==> src/rtl/fetch_prefetch_unit_pkg.sv <==
// Shared constants for the instruction-fetch prefetch front end.
package fetch_prefetch_unit_pkg;

    localparam int unsigned INSTR_W = 32;
    localparam int unsigned PC_STEP = 4;

    // Instruction presented to decode when nothing is buffered.
    localparam logic [INSTR_W-1:0] BUBBLE_INSTR = 32'h0000_0000;

    // Fetch PC after reset unless the top is overridden.
    localparam logic [31:0] DEFAULT_INITIAL_PC = 32'h0000_0000;

    function automatic int unsigned count_width(input int unsigned n);
        return $clog2(n + 1);
    endfunction

endpackage

==> src/rtl/fetch_fifo.sv <==
// Generic synchronous first-word-fall-through FIFO with synchronous flush and occupancy count.
module fetch_fifo
    import fetch_prefetch_unit_pkg::*;
#(
    parameter int unsigned WIDTH = 64,
    parameter int unsigned DEPTH = 4
) (
    input  logic                            clock,
    input  logic                            reset,
    input  logic                            flush,
    input  logic                            push,
    input  logic [WIDTH-1:0]                push_data,
    input  logic                            pop,
    output logic                            head_valid,
    output logic [WIDTH-1:0]                head_data,
    output logic [count_width(DEPTH)-1:0]   count
);

    localparam int unsigned AW = $clog2(DEPTH);
    localparam int unsigned CW = count_width(DEPTH);

    logic [WIDTH-1:0] mem [DEPTH];
    logic [AW:0]      rd_ptr;
    logic [AW:0]      wr_ptr;
    logic             empty;
    logic             full;
    logic             do_pop;
    logic             do_push;

    // Extra wrap bit on each pointer distinguishes full from empty.
    assign empty   = (wr_ptr == rd_ptr);
    assign full    = (wr_ptr[AW-1:0] == rd_ptr[AW-1:0]) && (wr_ptr[AW] != rd_ptr[AW]);
    assign do_pop  = pop && !empty;
    assign do_push = push && (!full || do_pop);

    assign head_valid = !empty;
    assign head_data  = mem[rd_ptr[AW-1:0]];
    assign count      = CW'(wr_ptr - rd_ptr);

    always_ff @(posedge clock or negedge reset) begin
        if (!reset) begin
            rd_ptr <= '0;
            wr_ptr <= '0;
        end else if (flush) begin
            rd_ptr <= '0;
            wr_ptr <= '0;
        end else begin
            if (do_pop) begin
                rd_ptr <= rd_ptr + (AW+1)'(1);
            end
            if (do_push) begin
                wr_ptr <= wr_ptr + (AW+1)'(1);
            end
        end
    end

    always_ff @(posedge clock) begin
        if (do_push && !flush) begin
            mem[wr_ptr[AW-1:0]] <= push_data;
        end
    end

    a_no_overflow : assert property (@(posedge clock) disable iff (!reset)
        !(push && full && !pop && !flush));

endmodule

==> src/rtl/fetch_prefetch_unit.sv <==
// IF-stage prefetcher: in-order imem requests, PC-tagged FWFT buffer, redirect flush with stale-response drop.
module fetch_prefetch_unit
    import fetch_prefetch_unit_pkg::*;
#(
    parameter int unsigned     XLEN            = 32,
    parameter int unsigned     DEPTH           = 4,
    parameter int unsigned     MAX_OUTSTANDING = 4,
    parameter logic [XLEN-1:0] INITIAL_PC      = XLEN'(DEFAULT_INITIAL_PC)
) (
    input  logic                          clock,
    input  logic                          reset,
    output logic                          imem_req,
    output logic [XLEN-1:0]               imem_addr,
    input  logic                          imem_ready,
    input  logic                          imem_valid,
    input  logic [INSTR_W-1:0]            imem_rdata,
    input  logic                          redirect,
    input  logic [XLEN-1:0]               redirect_pc,
    output logic                          id_valid,
    input  logic                          id_ready,
    output logic [INSTR_W-1:0]            id_instr,
    output logic [XLEN-1:0]               id_pc,
    output logic [count_width(DEPTH)-1:0] buf_count
);

    localparam int unsigned CNT_W   = count_width(DEPTH);
    localparam int unsigned OUT_W   = count_width(MAX_OUTSTANDING);
    localparam int unsigned SUM_W   = CNT_W + OUT_W + 1;
    localparam int unsigned ENTRY_W = INSTR_W + XLEN;

    logic [XLEN-1:0]    fetch_pc;
    logic [XLEN-1:0]    fetch_pc_next;
    logic [XLEN-1:0]    resp_pc;
    logic [XLEN-1:0]    resp_pc_next;
    logic [OUT_W-1:0]   inflight;
    logic [OUT_W-1:0]   inflight_next;
    logic [OUT_W-1:0]   drop;
    logic [OUT_W-1:0]   drop_next;
    logic [SUM_W-1:0]   occupancy;
    logic [XLEN-1:0]    redirect_target;
    logic               accept;
    logic               resp_keep;
    logic               pop;
    logic               fifo_valid;
    logic [ENTRY_W-1:0] fifo_head;
    logic [ENTRY_W-1:0] fifo_wdata;
    logic [1:0]         unused_redirect_lsbs;

    assign redirect_target      = {redirect_pc[XLEN-1:2], 2'b00};
    assign unused_redirect_lsbs = redirect_pc[1:0];

    // Buffer slots already promised: stored words plus live (non-dropped) requests.
    assign occupancy = SUM_W'(buf_count) + SUM_W'(inflight) - SUM_W'(drop);

    assign imem_req  = reset && !redirect
                    && (inflight < OUT_W'(MAX_OUTSTANDING))
                    && (occupancy < SUM_W'(DEPTH));
    assign imem_addr = fetch_pc;
    assign accept    = imem_req && imem_ready;

    assign resp_keep  = imem_valid && (drop == '0) && !redirect;
    assign fifo_wdata = {imem_rdata, resp_pc};
    assign pop        = fifo_valid && id_ready && !redirect;

    always_comb begin
        fetch_pc_next = fetch_pc;
        resp_pc_next  = resp_pc;
        inflight_next = inflight + OUT_W'(accept) - OUT_W'(imem_valid);
        drop_next     = drop;
        if (redirect) begin
            // Everything still outstanding after this cycle belongs to the old stream.
            fetch_pc_next = redirect_target;
            resp_pc_next  = redirect_target;
            drop_next     = inflight_next;
        end else begin
            if (accept) begin
                fetch_pc_next = fetch_pc + XLEN'(PC_STEP);
            end
            if (resp_keep) begin
                resp_pc_next = resp_pc + XLEN'(PC_STEP);
            end
            if (imem_valid && (drop != '0)) begin
                drop_next = drop - OUT_W'(1);
            end
        end
    end

    always_ff @(posedge clock or negedge reset) begin
        if (!reset) begin
            fetch_pc <= INITIAL_PC;
            resp_pc  <= INITIAL_PC;
            inflight <= '0;
            drop     <= '0;
        end else begin
            fetch_pc <= fetch_pc_next;
            resp_pc  <= resp_pc_next;
            inflight <= inflight_next;
            drop     <= drop_next;
        end
    end

    fetch_fifo #(
        .WIDTH (ENTRY_W),
        .DEPTH (DEPTH)
    ) u_fifo (
        .clock      (clock),
        .reset      (reset),
        .flush      (redirect),
        .push       (resp_keep),
        .push_data  (fifo_wdata),
        .pop        (pop),
        .head_valid (fifo_valid),
        .head_data  (fifo_head),
        .count      (buf_count)
    );

    assign id_valid = fifo_valid;
    assign id_instr = fifo_valid ? fifo_head[ENTRY_W-1:XLEN] : BUBBLE_INSTR;
    assign id_pc    = fifo_valid ? fifo_head[XLEN-1:0] : '0;

    a_resp_without_request : assert property (@(posedge clock) disable iff (!reset)
        !(imem_valid && (inflight == '0)));

endmodule

==> config.mk <==
export PLATFORM = sky130hd
export DESIGN_NAME = fetch_prefetch_unit
export DESIGN_NICKNAME = d
export VERILOG_FILES = /design/src/rtl/fetch_prefetch_unit_pkg.sv /design/src/rtl/fetch_fifo.sv /design/src/rtl/fetch_prefetch_unit.sv
export SDC_FILE = /design/constraint.sdc
export NUM_CORES = 1
export LEC_CHECK = 0
export BUFFER_PORTS_ARGS = -buffer_cell sky130_fd_sc_hd__buf_2
export CAP_MARGIN = 5
export CORE_MARGIN = 2
export CORE_UTILIZATION = 25
export CTS_CLUSTER_DIAMETER = 80
export DETAILED_ROUTE_END_ITERATION = 8
export PLACE_DENSITY = 0.39
export SYNTH_ARGS = -nofsm -noshare
export SYNTH_HDL_FRONTEND = slang
export SYNTH_SLANG_ARGS = --single-unit
==> constraint.sdc <==
create_clock -name clock -period 8.76 [get_ports clock]
set_clock_uncertainty 0.15 [all_clocks]
set_input_delay 0.876 -clock clock [delete_from_list [all_inputs] [get_ports clock]]
set_output_delay 0.876 -clock clock [all_outputs]
set_load 0.05 [all_outputs]
==> summary.txt, run 1 <==
Yosys
  • Synth Cell Area: 0.0139 mm^2
  • Ys flop type: edfxtp_1
  • Synth async-reset ratio: 0.225
  • Synthesized flop and latch total: 320
  • Synth top area cells: edfxtp_1, dfrtp_1, mux4_2
  • Yosys top cell area share: 0.536
  • Register area share after synthesis: 0.666
  • Top cells by count, synth: edfxtp_1, dfrtp_1, and2_1
  • Yosys warning total: 0
  • Cells after Synth: 859
  • Most frequent cell after synthesis: edfxtp_1
  • Mean Syn Cell Area: 16.2 um^2
  • Yosys cell types: 58
  • Post-synth EDFFs: 248
  • Top cell type by total area after synthesis: edfxtp_1

Final layout
  • FILL cells: 5547
  • Share of layout cells above drive strength 1: 0.321
  • Design area: 0.0169 mm^2
  • Non-filler cells, final: 1813
  • Area growth syn-to-layout: 21.9%
  • Nets: 1122

Global routing
  • Largest net degree at the start of global routing: 74
  • Met2 usage: 0.197
  • Vias in the first global route: 8308
  • Initial antenna violation count: 2
  • Total GRT Usage: 0.123
  • Met1 GRT Util: 0.164
  • GRT overflow: 0
  • First-pass GRT wire length: 52600 um
  • GR Layer Usage met3: 0.0301
  • Most Crowded Layer GR: met2

Power and ir drop
  • Reg power frac: 0.373
  • Switching part of the total: 0.354
  • Maximum VDD drop: 0.168 mV
  • Power Dens Cells: 294 mW/mm^2
  • Combinational power share: 0.283
  • Power Internal: 0.00322 W
  • Clock group share of total power: 0.345
  • Sw Pwr: 0.00177 W
  • Pleak: 6.01 nW

Clock tree
  • Number of CTS-inserted buffers: 41
  • CTS sink cnt: 320
  • Cts hold-fix bufs: 0
  • Root Buffer: clkbuf_16
  • H-tree depth: 2
  • TritonCTS clock tree: built
  • Post-CTS Setup Bufs: 0
  • CTS resizes: 0
  • Worst-Skew Late Latency: 560 ps
  • Clock slew at reported path FFs: 60 ps
  • Max Root-Sink Buffers: 3

Place
  • Post-DP Area: 0.0155 mm^2
  • Buffers on Ports: 164
  • HPWL after DPL: 21600 um
  • Placed Cells incl. Taps: 1737
  • Routability cong.: 0.705

Die
  • I/O pin count: 171
  • Core ar.: 0.0550 mm^2
  • Die H: 240 um
  • Die W: 240 um
  • FP Rows: 86
  • Initial Utilization: 0.253
  • Die area: 0.0575 mm^2

Timing
  • Hold Vio Cnt, Final: 0
  • Unrepaired setup endpoints after global routing: false
  • Hold Worst Slack: 138 ps
  • Max Fclk: 0.171 GHz
  • Slew @ Worst Pin: 1080 ps
  • Max Slew Vio Count: 0
  • Setup violators final: 0
  • Tmin final: 5830 ps
  • Rel. slew slack: 0.272
  • Setup TNS: 0 ps
  • Final period utilization: 0.666

Critical path
  • Worst Setup Path Type: register to output port
  • Crit Path Max Fanout: 30
  • Crit. End Element: output port
  • CP arrival: 4810 ps
  • Cells on worst reg2reg path: 20
  • R2R Path End: drop[2]
  • FF-to-FF setup slack: 3310 ps
  • Worst setup SP type: register
  • Worst path required time: 7730 ps
  • Reg2reg start: u_fifo.rd_ptr[0]

Drt
  • Iter 0 DRT Violations: 379
  • Wire per inst: 19.2 um
  • Total Wirelength: 34800 um
  • DRC viols: 0
  • Drt first pass iters: 4
  • Vias: 7886
  • DRT antenna net count: 0
  • Vias/cell: 4.35

Run status
  • Outcome: completed

Worst hold path
  • Worst Hold Class: input pin to async pin

Job
  • Max Cap Viol: 0
flip-flops by register name (all words and copies together) (netlist names):
register       count
imem_addr         30
u_fifo.mem       248
resp_pc           30
u_fifo.wr_ptr      3
u_fifo.rd_ptr      3
drop               3
inflight           3
critical path, cell delays in order (launching register included):
cell and delay [ps]:
dfrtp_4 850, ha_1 270, inv_1 50, fa_1 370, xor2_1 220, inv_1 100
fa_1 490, inv_1 40, ha_1 290, or2_1 210, a211o_1 510, a2111oi_0 490
buf_2 340
how the worst max path moves through the flow:
stage | start | to | slack, ps | cells past startpoint
floorplan | u_fifo.rd_ptr[1] | imem_req | 1210 | 13
global placement | u_fifo.rd_ptr[0] | drop[2] | 3280 | 20
detailed placement | u_fifo.rd_ptr[0] | drop[2] | 3270 | 20
CTS | u_fifo.rd_ptr[0] | imem_req | 2780 | 12
global route | u_fifo.rd_ptr[0] | imem_req | 2560 | 12
finish | u_fifo.rd_ptr[0] | imem_req | 2930 | 12
layout by cell type, fill, tap and decap left out, drive strengths merged, types with 4 or more instances in the layout:
cell and instances:
nand4 20, inv 30, a21oi 18, and4 12
and3 7, xnor2 20, nor2 25, ha 16
and2 71, xor2 25, mux4 62, nor4 11
conb 4, mux2 22, clkbuf 48, buf 174
a211oi 10, edfxtp 248, dfrtp 72, a2111oi 6
nor3 26, o311a 5, nand2 31, mux2i 6
nand3 25, clkinv 16, fa 4, bufinv 5
power groups by stage:
stage / registers (W) / logic [W] / clock network [W]
final: 0.00186 / 0.00141 / 0.00172
after global routing: 0.00188 / 0.00153 / 0.00184
after CTS: 0.00186 / 0.00145 / 0.00178
after detailed placement: 0.00189 / 0.00145 / 0
after global placement: 0.00189 / 0.00144 / 0
after floorplan: 0.00189 / 0.00104 / 0
per-layer routing:
| metal | routed length [um] | part of all wire | vias to the layer above |
|---|---|---|---|
| met5 | 16 | 0.00046 | - |
| met4 | 685 | 0.020 | 2 |
| met3 | 1970 | 0.057 | 48 |
| met2 | 16200 | 0.47 | 172 |
| met1 | 15800 | 0.46 | 3998 |
| li1 | - | - | 3666 |
cells by family (layout without fill, tap and decap cells):
group                    Yosys count  in the layout  synth area share
AND/OR/NAND/NOR                  249            249             0.105
adder cells (fa/ha/maj)           20             20            0.0202
buffers and inverters             74            276            0.0229
XOR/XNOR                          45             45            0.0284
AO/OA/AOI/OAI                     60             60            0.0350
multiplexers                      90             90             0.123
flip-flops                       320            320             0.666
other                              1              5          0.000270
per-stage QoR:
step,power (W),utilization,setup slack [ps]
after global placement,0.00333,0.283,3280
after CTS,0.00509,0.308,2780
after global routing,0.00525,0.308,2560
after floorplan,0.00293,-,1210
final,0.00498,0.308,2930
after detailed placement,0.00334,0.283,3270
final cells by class:
| cell class | instances | area [um^2] | area share |
|---|---|---|---|
| Sequential cell | 320 | 9260 | 0.547 |
| Multi-Input combinational cell | 468 | 4360 | 0.257 |
| Clock buffer | 48 | 1090 | 0.0647 |
| Tap cell | 748 | 936 | 0.0553 |
| Timing Repair Buffer | 174 | 898 | 0.0531 |
| Clock inverter | 27 | 280 | 0.0166 |
| Inverter | 27 | 101 | 0.00599 |
| Antenna cell | 1 | 2.50 | 0.000148 |
Note: power is estimated with default switching activity, not from simulation.
==> run 2: changes to the inputs <==
- ABC_AREA: default -> 1
- PLACE_DENSITY: 0.39 -> 0.4
- clock period: 8.76 -> 5.3 ns (I/O delays scaled with it)
==> summary.txt, run 2 <==
Global routing
  • Vias in the first global route: 10800 (+30%)
  • First-pass GRT wire length: 65600 um (+25%)
  • Initial antenna violation count: 0 (-2)
  • GRT overflow: 0 (unchanged)
  • Total GRT Usage: 0.142 (+0.0187)
  • Largest net degree at the start of global routing: 75 (+1.4%)

Critical path
  • CP arrival: 3530 ps (-1280 ps)
  • Crit-path cells: inv_2, buf_4, ha_1, nand2_1, inv_1, nand2_2, inv_2, buf_4, a21oi_1, buf_2
  • Worst path required time: 4620 ps (-3110 ps)
  • Crit path max-delay family: buffers and inverters
  • Worst Setup Path Type: register to output port
  • Worst path max stage delay: 720 ps (-130 ps)
  • Worst setup SP type: register
  • CP bufs+invs: 6 (+2)
  • Crit Path Max Fanout: 64 (+110%)
  • Crit. End Element: output port
  • Slowest cell on crit path: buf_4

Clock tree
  • Root Buffer: clkbuf_16
  • Clock slew at reported path FFs: 60 ps (about the same)
  • Post-CTS Setup Bufs: 0 (unchanged)
  • Number of CTS-inserted buffers: 40 (-2.4%)
  • Cts hold-fix bufs: 8 (+8)
  • Max Root-Sink Buffers: 3 (unchanged)
  • CTS sink cnt: 320 (unchanged)
  • TritonCTS clock tree: built
  • H-tree depth: 2 (unchanged)
  • Worst-Skew Late Latency: 560 ps (about the same)
  • CTS resizes: 0 (unchanged)

Yosys
  • Synthesized flop and latch total: 320 (unchanged)
  • Cells after Synth: 1501 (+75%)
  • Yosys top cell area share: 0.502 (-0.0343)
  • Post-synth EDFFs: 248 (unchanged)
  • Synth Cell Area: 0.0148 mm^2 (+6.8%)
  • Top cell type by total area after synthesis: edfxtp_1
  • Yosys warning total: 0 (unchanged)
  • Synth top area cells: edfxtp_1, dfrtp_1, nor2_1
  • Most frequent cell after synthesis: nor2_1
  • Synth async-reset ratio: 0.225 (unchanged)
  • Ys flop type: edfxtp_1
  • Mean Syn Cell Area: 9.89 um^2 (-39%)
  • Yosys cell types: 44 (-24%)
  • Top cells by count, synth: nor2_1, nand2_1, edfxtp_1
  • Register area share after synthesis: 0.623 (-0.0426)

Place
  • Placed Cells incl. Taps: 2392 (+38%)
  • Pre-CTS WS: 1080 ps (-2180 ps)
  • Routability cong.: 0.821 (+16%)
  • Post-DP Area: 0.0165 mm^2 (+6.2%)
  • Buffers on Ports: 164 (unchanged)
  • HPWL after DPL: 27000 um (+25%)

Timing
  • Hold Vio Cnt, Final: 0 (unchanged)
  • Setup violators final: 0 (unchanged)
  • Setup TNS: 0 ps (unchanged)
  • Final worst slack: 1090 ps (-1840 ps)
  • Unrepaired setup endpoints after global routing: false
  • Max Slew Vio Count: 0 (unchanged)
  • Rel. slew slack: 0.357 (+0.0842)
  • Final period utilization: 0.794
  • Max Fclk: 0.238 GHz
  • Tmin final: 4210 ps
  • Slew @ Worst Pin: 965 ps (-118 ps)

Power and ir drop
  • Pleak: 6.97 nW (+16%)
  • Power Internal: 0.00512 W (+59%)
  • Power Dens Cells: 471 mW/mm^2 (+60%)
  • Maximum VDD drop: 0.211 mV (+25%)
  • Sw Pwr: 0.00331 W (+87%)
  • Design Power: 0.00842 W (+69%)
  • Combinational power share: 0.305 (+0.022)
  • Reg power frac: 0.374 (about the same)
  • Clock group share of total power: 0.321 (-0.024)
  • Switching part of the total: 0.392 (+0.0381)

Final layout
  • Commonest cells after routing, fill and taps aside: nor2_1, nand2_1, edfxtp_1, buf_2, o21ai_0
  • Share of layout cells above drive strength 1: 0.174 (-0.148)
  • Commonest non-fill, non-tap cell in the layout: nor2_1
  • Ant. Diodes: 0 (-1)
  • Max reg flops: 248 (unchanged)
  • Non-filler cells, final: 2473 (+36%)
  • Nets: 1759 (+57%)
  • Area growth syn-to-layout: 20.5%
  • Design area: 0.0179 mm^2 (+5.6%)

Worst hold path
  • Worst Hold Class: input pin to register

Drt
  • Total Wirelength: 43800 um (+26%)
  • Wire per inst: 17.7 um (-7.5%)
  • Vias: 10900 (+38%)
  • Drt first pass iters: 5 (+1)
  • DRT antenna net count: 0 (unchanged)
  • Vias/cell: 4.41 (+1.5%)
  • DRC viols: 0 (unchanged)
  • Iter 0 DRT Violations: 628 (+66%)

Die
  • Initial Utilization: 0.252 (about the same)
  • Die area: 0.0613 mm^2 (+6.7%)
  • Core ar.: 0.0588 mm^2 (+6.9%)
  • FP Rows: 89 (+3.5%)
  • I/O pin count: 171 (unchanged)
  • Die W: 248 um (+3.3%)
  • Die H: 248 um (+3.3%)

Job
  • Max Cap Viol: 0 (unchanged)

Run status
  • Outcome: completed
## run 2: worst register-to-register path: cells and delay by family (launching register included)
family                     cells  cell delay, ps
AOI/OAI and AO/OA              3             410
xor gates and xnor gates       2             500
adders and majority gates      7            2040
buffers and inverters          5             360
DFF                            1             420
and+or+nand+nor                3             250
## run 2: path summary, 6_finish.rpt
kind	depth (start not counted)	startpoint	to	slack [ps]
hold reg to reg	1	inflight[0]	inflight[0]	380
setup reg to reg	20	u_fifo.wr_ptr[0]	drop[2]	1110
min in group asynchronous	2	reset	imem_addr[22]	320
max in group asynchronous	3	reset	u_fifo.rd_ptr[0]	3600
setup / recovery	10	u_fifo.rd_ptr[1]	id_pc[4]	1090
hold / removal	1	imem_rdata[23]	u_fifo.mem[0][55]	40
## run 2: routing by layer
layer	share of wire	vias to the layer above	GRT usage	wire length (um)
li1	-	5408	-	-
met1	0.47	5217	0.193	20800
met2	0.46	231	0.231	20200
met3	0.045	57	0.0237	1950
met4	0.019	0	0.0400	832
met5	0	-	0	0
## run 2: cell type report
cell class,count,area [um^2]
Clock buffer,51,1060
Clock inverter,22,223
Fill cell,6155,40900
Inverter,83,312
Multi-Input combinational cell,1033,4990
Sequential cell,320,9250
Tap cell,773,967
Timing Repair Buffer,191,1070
## run 2: cell families (layout without fill, tap and decap cells)
family | Yosys count | count (layout) | share of synthesized area
AO/OA/AOI/OAI | 254 | 254 | 0.0908
flip-flops | 320 | 320 | 0.623
XOR/XNOR | 28 | 28 | 0.0170
other | 1 | 4 | 0.000253
buffers and inverters | 151 | 347 | 0.0434
AND/OR/NAND/NOR | 727 | 727 | 0.206
adder cells (fa/ha/maj) | 20 | 20 | 0.0189
## run 2: through the flow
step / hold WS, ps / utilization
after global routing: 15.0 / 0.304
final: 35.8 / 0.304
after global placement: 370 / 0.281
after CTS: 0.213 / 0.304
after detailed placement: 370 / 0.281
after floorplan: 84.4 / -
## run 2: power by group through the flow
stage,logic (W),clock network [W],registers (W)
after global placement,0.00261,0,0.00320
after global routing,0.00283,0.00289,0.00319
final,0.00257,0.00270,0.00315
after floorplan,0.00176,0,0.00328
after detailed placement,0.00262,0,0.00320
after CTS,0.00264,0.00279,0.00315
==> run 3: changes to the inputs <==
- clock period: 5.3 -> 3.5 ns (I/O delays scaled with it)
==> summary.txt, run 3 (synthesis gave the netlist of run 2 again) <==
Timing
  • Setup violators final: 7 (+7)
  • Slew @ Worst Pin: 929 ps (-35.8 ps)
  • Final period utilization: 1.07
  • Max Slew Vio Count: 0 (unchanged)
  • Max Fclk: 0.268 GHz
  • Tmin final: 3740 ps
  • Unrepaired setup endpoints after global routing: true
  • Rel. slew slack: 0.380 (+0.0239)
  • Hold Vio Cnt, Final: 0 (unchanged)
  • Final worst slack: -235 ps (-1330 ps)

Final layout
  • Nets: 1836 (+4.4%)
  • Commonest cells after routing, fill and taps aside: nor2_1, nand2_1, edfxtp_1, buf_2, o21ai_0
  • Max reg flops: 248 (unchanged)
  • Commonest non-fill, non-tap cell in the layout: nor2_1
  • FILL cells: 6040 (-1.9%)
  • Ant. Diodes: 0 (unchanged)
  • Non-filler cells, final: 2548 (+3.0%)
  • Design area: 0.0188 mm^2 (+5.4%)
  • Area growth syn-to-layout: 26.9%
  • Share of layout cells above drive strength 1: 0.185 (+0.0113)

Critical path
  • R2R Path End: drop[1]
  • Reg2reg start: u_fifo.wr_ptr[0]
  • Worst path required time: 3820 ps (-800 ps)
  • Slowest cell on crit path: fa_1
  • Worst setup SP type: register
  • WP depth: 17 (+7)
  • Crit-path cells: inv_2, ha_4, inv_2, fa_2, xnor2_2, fa_1, inv_1, ha_4, o21bai_1, o21ai_2, nand3_2, ha_4, inv_2, ha_4, inv_2, fa_2, o221ai_2
  • Crit path max-delay family: adder cells
  • CP arrival: 4050 ps (+520 ps)
  • Cells on worst reg2reg path: 17 (-15%)
  • Worst Setup Path Type: register to register
  • Crit Path Max Fanout: 4 (-94%)
  • Worst path max stage delay: 490 ps (-230 ps)
  • CP bufs+invs: 5 (-1)
  • FF-to-FF setup slack: -240 ps (-1350 ps)
  • Crit. End Element: register

Global routing
  • GRT overflow: 0 (unchanged)
  • Vias in the first global route: 11100 (+3.1%)
  • First-pass GRT wire length: 66700 um (+1.7%)
  • Total GRT Usage: 0.143 (+0.00146)
  • Largest net degree at the start of global routing: 66 (-12%)
  • Initial antenna violation count: 0 (unchanged)

Die
  • Die W: 248 um (unchanged)
  • Die area: 0.0613 mm^2 (unchanged)
  • FP Rows: 89 (unchanged)
  • Core ar.: 0.0588 mm^2 (unchanged)
  • Initial Utilization: 0.252 (unchanged)
  • Die H: 248 um (unchanged)
  • I/O pin count: 171 (unchanged)

Drt
  • Total Wirelength: 44100 um (+0.55%)
  • WL met1: 21000 um (+0.79%)
  • Vias: 11300 (+3.2%)
  • Vias/cell: 4.42 (+0.18%)
  • DRT antenna net count: 0 (unchanged)
  • DRC viols: 0 (unchanged)
  • Routed wl met3: 1860 um (-4.7%)
  • DR top layer: met4
  • Wire per inst: 17.3 um (-2.4%)
  • Met2 Wirelength: 20300 um (+0.39%)
  • Iter 0 DRT Violations: 624 (-0.64%)
  • Drt first pass iters: 5 (unchanged)

Power and ir drop
  • Design Power: 0.0130 W (+55%)
  • Reg power frac: 0.366 (-0.008)
  • Clock group share of total power: 0.308 (-0.013)
  • Pleak: 7.36 nW (+5.5%)
  • Power Internal: 0.00804 W (+57%)
  • Maximum VDD drop: 0.355 mV (+68%)
  • Combinational power share: 0.326 (+0.021)
  • Sw Pwr: 0.00500 W (+51%)
  • Power Dens Cells: 692 mW/mm^2 (+47%)
  • Switching part of the total: 0.383 (-0.00908)

Run status
  • Failing checks: negative setup slack
  • Outcome: complete, but fails checks

Place
  • Post-DP Area: 0.0169 mm^2 (+2.1%)
  • Buffers on Ports: 164 (unchanged)
  • HPWL after DPL: 28300 um (+4.8%)
  • Placed Cells incl. Taps: 2412 (+0.84%)
  • Routability cong.: 0.849 (+3.4%)

Clock tree
  • Clock slew at reported path FFs: 60 ps (about the same)
  • Worst-Skew Late Latency: 550 ps (about the same)
  • H-tree depth: 2 (unchanged)
  • Root Buffer: clkbuf_16
  • TritonCTS clock tree: built
  • Number of CTS-inserted buffers: 40 (unchanged)
  • Max Root-Sink Buffers: 3 (unchanged)
  • CTS sink cnt: 320 (unchanged)

Job
  • Max Cap Viol: 0 (unchanged)

Worst hold path
  • WHS Path Cells: 4 (+3)
  • Min-delay src: imem_valid
  • Worst Hold Class: input pin to register
  • Worst Hold End: drop[1]
==> run 3: layout make-up <==
| cell class | count | area [um^2] | area share |
|---|---|---|---|
| multi-input combinational | 1033 | 5060 | 0.269 |
| sequential | 320 | 9250 | 0.491 |
| timing repair buffer | 268 | 1970 | 0.104 |
| inverter | 83 | 317 | 0.0168 |
| clock buffer | 52 | 1060 | 0.0561 |
| tap | 773 | 967 | 0.0514 |
| clock inverter | 19 | 210 | 0.0112 |
==> run 3: metrics by stage <==
step	setup WS, ps	hold slack [ps]	util	setup TNS, ps
4_1_cts	-246	89.4	0.320	-1890
5_1_grt	-452	176	0.320	-7490
3_3_place_gp	-370	379	0.287	-1240
3_5_place_dp	-404	382	0.287	-1450
2_1_floorplan	-587	-95.6	-	-2310
6_report	-235	121	0.320	-931
==> run 3: timing repair <==
action / 4_1_cts / 5_1_grt
pin swaps: 10 / 0
endpoints found under the setup margin: 83 / 68
hold buffers: 64 / 0
setup buffers: 0 / 1
endpoints found under the hold margin: 200 / 0
resized for setup: 13 / 3
==> run 3: power groups by stage <==
stage / Sequential [W] / Clock [W] / Combinational, W
after floorplan: 0.00497 / 0 / 0.00271
after global placement: 0.00485 / 0 / 0.00415
after detailed placement: 0.00485 / 0 / 0.00417
after CTS: 0.00477 / 0.00416 / 0.00433
after global routing: 0.00482 / 0.00430 / 0.00466
final: 0.00477 / 0.00402 / 0.00424
==> run 3: how the worst max path moves through the flow <==
stage                           from       end  slack (ps)
floorplan           u_fifo.wr_ptr[0]   drop[1]        -590
global placement    u_fifo.wr_ptr[0]   drop[1]        -370
detailed placement  u_fifo.wr_ptr[0]   drop[1]        -400
CTS                 u_fifo.rd_ptr[0]  imem_req        -250
global route        u_fifo.wr_ptr[0]   drop[2]        -450
finish              u_fifo.wr_ptr[0]   drop[1]        -240
==> run 3: routing by layer <==
metal  global-route usage  up-vias
met4               0.0414        0
met5                    0        -
met3               0.0224       56
met1                0.196     5393
met2                0.233      247
li1                     -     5568
==> run 3: worst register-to-register path, stage by stage (launching register included) <==
cell and delay [ps]:
dfrtp_1 380, inv_2 80, ha_4 130, inv_2 30, fa_2 340, xnor2_2 160
fa_1 490, inv_1 70, ha_4 250, o21bai_1 170, o21ai_2 190, nand3_2 130
ha_4 280, inv_2 30, ha_4 140, inv_2 40, fa_2 440, o221ai_2 160
